<file path="src/rtl/alu_sequencer.sv">
// Operand/opcode entry sequencer in front of a combinational ALU.
// Ports: clk, reset (sync, active-high); data_in/op_in from the switches;
// enter/undo single-cycle pulses; alu_a/alu_b/alu_op registered ALU drive;
// alu_result/alu_flags ALU response; result/flags/result_valid capture;
// state_o/disp_value for the display; op_count saturating capture count.
module alu_sequencer #(
  parameter int M = 8
) (
  input  logic         clk,
  input  logic         reset,
  input  logic [M-1:0] data_in,
  input  logic [1:0]   op_in,
  input  logic         enter,
  input  logic         undo,
  output logic [M-1:0] alu_a,
  output logic [M-1:0] alu_b,
  output logic [1:0]   alu_op,
  input  logic [M-1:0] alu_result,
  input  logic [4:0]   alu_flags,
  output logic [M-1:0] result,
  output logic [4:0]   flags,
  output logic         result_valid,
  output logic [1:0]   state_o,
  output logic [M-1:0] disp_value,
  output logic [7:0]   op_count
);

  typedef enum logic [1:0] {
    OPA  = 2'b00,
    OPB  = 2'b01,
    OPC  = 2'b10,
    SHOW = 2'b11
  } state_t;

  state_t state;
  // High only during the first cycle spent in SHOW.
  logic   capture_pending;

  always_ff @(posedge clk) begin
    if (reset) begin
      state           <= OPA;
      alu_a           <= '0;
      alu_b           <= '0;
      alu_op          <= '0;
      result          <= '0;
      flags           <= '0;
      result_valid    <= 1'b0;
      op_count        <= '0;
      capture_pending <= 1'b0;
    end else begin
      capture_pending <= 1'b0;

      if (capture_pending) begin
        result <= alu_result;
        flags  <= alu_flags;
        if (op_count != 8'hFF) begin
          op_count <= op_count + 8'd1;
        end
      end

      if (undo) begin
        case (state)
          OPB:     state <= OPA;
          OPC:     state <= OPB;
          SHOW: begin
            state        <= OPC;
            result_valid <= 1'b0;
          end
          default: state <= OPA;
        endcase
      end else if (enter) begin
        case (state)
          OPA: begin
            alu_a <= data_in;
            state <= OPB;
          end
          OPB: begin
            alu_b <= data_in;
            state <= OPC;
          end
          OPC: begin
            alu_op          <= op_in;
            state           <= SHOW;
            capture_pending <= 1'b1;
          end
          default: begin
            state        <= OPA;
            result_valid <= 1'b0;
          end
        endcase
      end else if (capture_pending) begin
        result_valid <= 1'b1;
      end
    end
  end

  assign state_o = state;

  always_comb begin
    disp_value = data_in;
    case (state)
      OPC:     disp_value = {{(M-2){1'b0}}, op_in};
      SHOW:    disp_value = result;
      default: disp_value = data_in;
    endcase
  end

endmodule

</file>
<file path="config.mk">
export PLATFORM = sky130hd
export DESIGN_NAME = alu_sequencer
export DESIGN_NICKNAME = d
export VERILOG_FILES = /design/src/rtl/alu_sequencer.sv
export SDC_FILE = /design/constraint.sdc
export NUM_CORES = 1
export LEC_CHECK = 0
export CORE_UTILIZATION = 44
export DETAILED_ROUTE_END_ITERATION = 8
export PLACE_DENSITY = 0.84
export SYNTH_ARGS = -nofsm -noshare
export SYNTH_HDL_FRONTEND = slang
export SYNTH_SLANG_ARGS = --single-unit
</file>
<file path="constraint.sdc">
create_clock -name clk -period 2.7 [get_ports clk]
set_input_delay 0.81 -clock clk [delete_from_list [all_inputs] [get_ports clk]]
set_output_delay 0.81 -clock clk [all_outputs]
set_load 0.02 [all_outputs]
</file>
==> impl_metrics.tcl <==
set metrics [dict create \
    grt_max_degree 24 \
    routabilityCongestion 0.7812 \
    postSynthAreaPerCell_sq_um 9.455 \
    portBuffers 76 \
    core_sq_um 4086 \
    layout-drive-gt1-share_pct 11.89 \
    htreeDepth 2 \
    drv_cap 0 \
    n_antenna_cell 0 \
    post-cts-setup-buffers 0 \
    grt_overflow 0 \
    path_clk_slew_ns 0.08 \
    max_stage_delay_ns 0.49 \
    combPwrFrac_pct 13.7 \
    grt_pass1_vias 1559 \
    dpl_worst_slack_ns -0.2918 \
    endpoint_kind "output port" \
    synth_top_area_share_pct 44.85 \
    clockRootBuffer "clkbuf_8" \
    synth_cells 203 \
    finalSetupViolations 0 \
    dieHeight_um 68.05 \
    clkSinkCount 43 \
    ys_seq_elements 43 \
    worstSetupStartpointType "primary input" \
    grt_pass1_wl_um 6941 \
    yosysTopAreaCell "dfxtp_1" \
    rsz0062_at_grt "no" \
    power.switching_uw 291.4 \
    cts_made_buffers 5 \
    ant_nets 0 \
    stdcell_area_sq_um 2829 \
    die_x_um 68.05 \
    seqPwrFrac_pct 54.0 \
    max_freq_ghz 0.3773 \
    sw_frac_of_total_pct 24.21 \
    hold_viol 0 \
    crit_slowest_cell "clkdlybuf4s50_1" \
    worstSetupPathType "primary input to output port" \
    slew_viol_final 0 \
    area_growth_syn_to_layout_pct 47.39 \
    drt-pass1-iter-count 4 \
    holdBufCountCts 0 \
    num_rows 23 \
    first_iter_violations 74 \
    io_pins 77 \
    track_usage_pct 20.02 \
    initial_utilization_pct 46.97 \
    dpl_cell_area_sq_um 2766 \
    regArea_sq_um 860.8 \
    syn-cell-area_sq_um 1919 \
    clkPwrFrac_pct 32.3 \
    post-route-period-util_pct 98.16 \
    vdd_drop_max_mv 0.3480 \
    power.leakage_nw 1.166 \
    dieArea_sq_um 4630 \
    synth-seq-area-share_pct 44.85 \
    crit_family "buffers and inverters" \
    yosys-top-cells-area "dfxtp_1 (45%), mux2i_1 (17%), nor2_1 (6.8%), ha_1 (4.6%), nand2b_1 (3.3%)" \
    worstPathRequired_ns 1.89 \
    vias_per_cell 5.042 \
    nNetsFinal 319 \
    wirelength_um 4394 \
    max_slew_margin_pct 75.64 \
    status "finished, final reports clean" \
    tightest_slew_ns 0.3654 \
    path_cells "clkdlybuf4s50_1 -> nand2b_1 -> o21ai_0 -> dlygate4sd2_1" \
    internal_power_uw 912.4 \
    cts_tree "yes" \
    powerDensity_nw_per_um2 425.5 \
    path_buf_inv 2 \
    ys_types 34 \
    dr_total_vias 1694 \
    clock_skew_ns 0.003806 \
    nFillCells 330 \
    period_needed_ns 2.650 \
    antenna_found_initial 0 \
    finalWorstSetupSlack_ns 0.04974 \
    multi_input_area_sq_um 983.4 \
    yosysWarnings 0 \
    clock_latency_ns 0.28 \
    worstPathMaxFanout 2 \
    syn-num-nets 237 \
    dp_hpwl_um 3311 \
    drc 0 \
    crit_arrival_ns 1.84 \
    wl_per_cell_um 13.08 \
    hp-class "flop to flop" \
    cts_buffer_depth 2 \
]
-- power by group through the flow --
stage / sequential, mW / clock (mW) / combinational, mW
3_3_place_gp: 0.665 / 0 / 0.169
6_report: 0.650 / 0.389 / 0.165
3_5_place_dp: 0.665 / 0 / 0.172
2_1_floorplan: 0.678 / 0 / 0.0603
4_1_cts: 0.650 / 0.406 / 0.167
5_1_grt: 0.652 / 0.435 / 0.177
-- final timing paths --
path	from	to	slack, ns	depth (start not counted)
worst max register to register	capture_pending	op_count[5]	1.19	4
worst max-delay path	data_in[4]	disp_value[4]	0.05	4
worst min-delay path	flags[4]	flags[4]	0.50	2
worst min register to register	flags[4]	flags[4]	0.50	2
-- worst min-delay path, delay by kind of cell, from the launching register on --
family        cells  cell delay, ns
mux               1            0.06
simple gates      1            0.07
flops             1            0.33
-- cells in the mapped netlist --
cell,instances
nand2b_1,10
o21bai_1,1
nor3b_1,1
a21oi_1,7
clkbuf_1,7
and4_4,1
nand3_1,1
and4_2,1
a31oi_1,2
a41oi_1,1
a21boi_0,1
and4b_1,1
dfxtp_1,43
mux2_4,1
buf_4,4
and2_2,1
o21ai_0,9
and3_1,1
buf_2,2
nor2b_1,1
and4_1,1
nor2_1,35
nand4_1,1
nand3b_1,3
nor3_1,4
nand2_1,11
inv_1,5
a22oi_1,1
a211oi_1,4
ha_1,7
mux2i_1,32
a21boi_4,1
nor3_2,1
mux2_2,1
-- sequential cells by signal (all words and copies together), names as in the netlist --
name / count
alu_a: 8
alu_b: 8
op_count: 8
result: 8
flags: 5
alu_op: 2
state_o: 2
capture_pending: 1
result_valid: 1
-- per-stage QoR --
stage / TNS [ns] / hold WS (ns) / power, mW / cells / utilization (%)
floorplan: 0 / 0.5596 / 0.7379 / 203 / -
global placement: -1.937 / 0.4703 / 0.8342 / 328 / 67.70
detailed placement: -2.062 / 0.4848 / 0.8365 / 328 / 67.70
CTS: 0 / 0.5045 / 1.224 / 336 / 69.69
global route: 0 / 0.5303 / 1.264 / 336 / 69.23
finish: 0 / 0.4976 / 1.204 / 336 / 69.23
-- logic make-up (layout without fill, tap and decap cells) --
family / Yosys count / after routing / synth area share [%]
buffers and inverters: 18 / 101 / 4.433
and+or+nand+nor: 74 / 74 / 19.10
adders and majority gates: 7 / 7 / 4.563
AOI/OAI and AO/OA: 27 / 27 / 8.996
muxes: 34 / 34 / 18.06
DFF: 43 / 43 / 44.85
-- metal layers --
| layer | track usage (%) | up-vias | wire length [um] |
|---|---|---|---|
| li1 | - | 858 | - |
| met1 | 24.21 | 786 | 1969 |
| met2 | 33.82 | 48 | 2139 |
| met3 | 4.833 | 2 | 257 |
| met4 | 7.813 | 0 | 29 |
| met5 | 0 | - | 0 |
-- cells in the final DEF (no fill, tap or decap), drive strengths merged, types with 4 or more instances in the layout --
cell | synthesis | layout
a21oi | 7 | 7
nor2 | 35 | 35
mux2i | 32 | 32
o21ai | 9 | 9
a211oi | 4 | 4
dfxtp | 43 | 43
clkdlybuf4s50 | 0 | 68
inv | 5 | 5
nor3 | 5 | 5
clkbuf | 7 | 12
ha | 7 | 7
nand2b | 10 | 10
nand2 | 11 | 11
buf | 6 | 12
-- cell type report --
cell class | instances | share of cell area [%]
clock buffers | 6 | 2.565
multi-input cells | 142 | 34.76
inverters | 5 | 0.6634
flip-flops and latches | 43 | 30.43
clock inverters | 2 | 0.4423
repair buffers | 88 | 28.93
well taps | 50 | 2.211
-- repair_timing --
item | 4_1_cts | 5_1_grt
setup endpoints to repair | 8 | 6
resized for setup | 10 | 16
hold endpoints to repair | 0 | 0
pin swaps | 0 | 0
No activity file was read; power rests on OpenSTA's default activity.
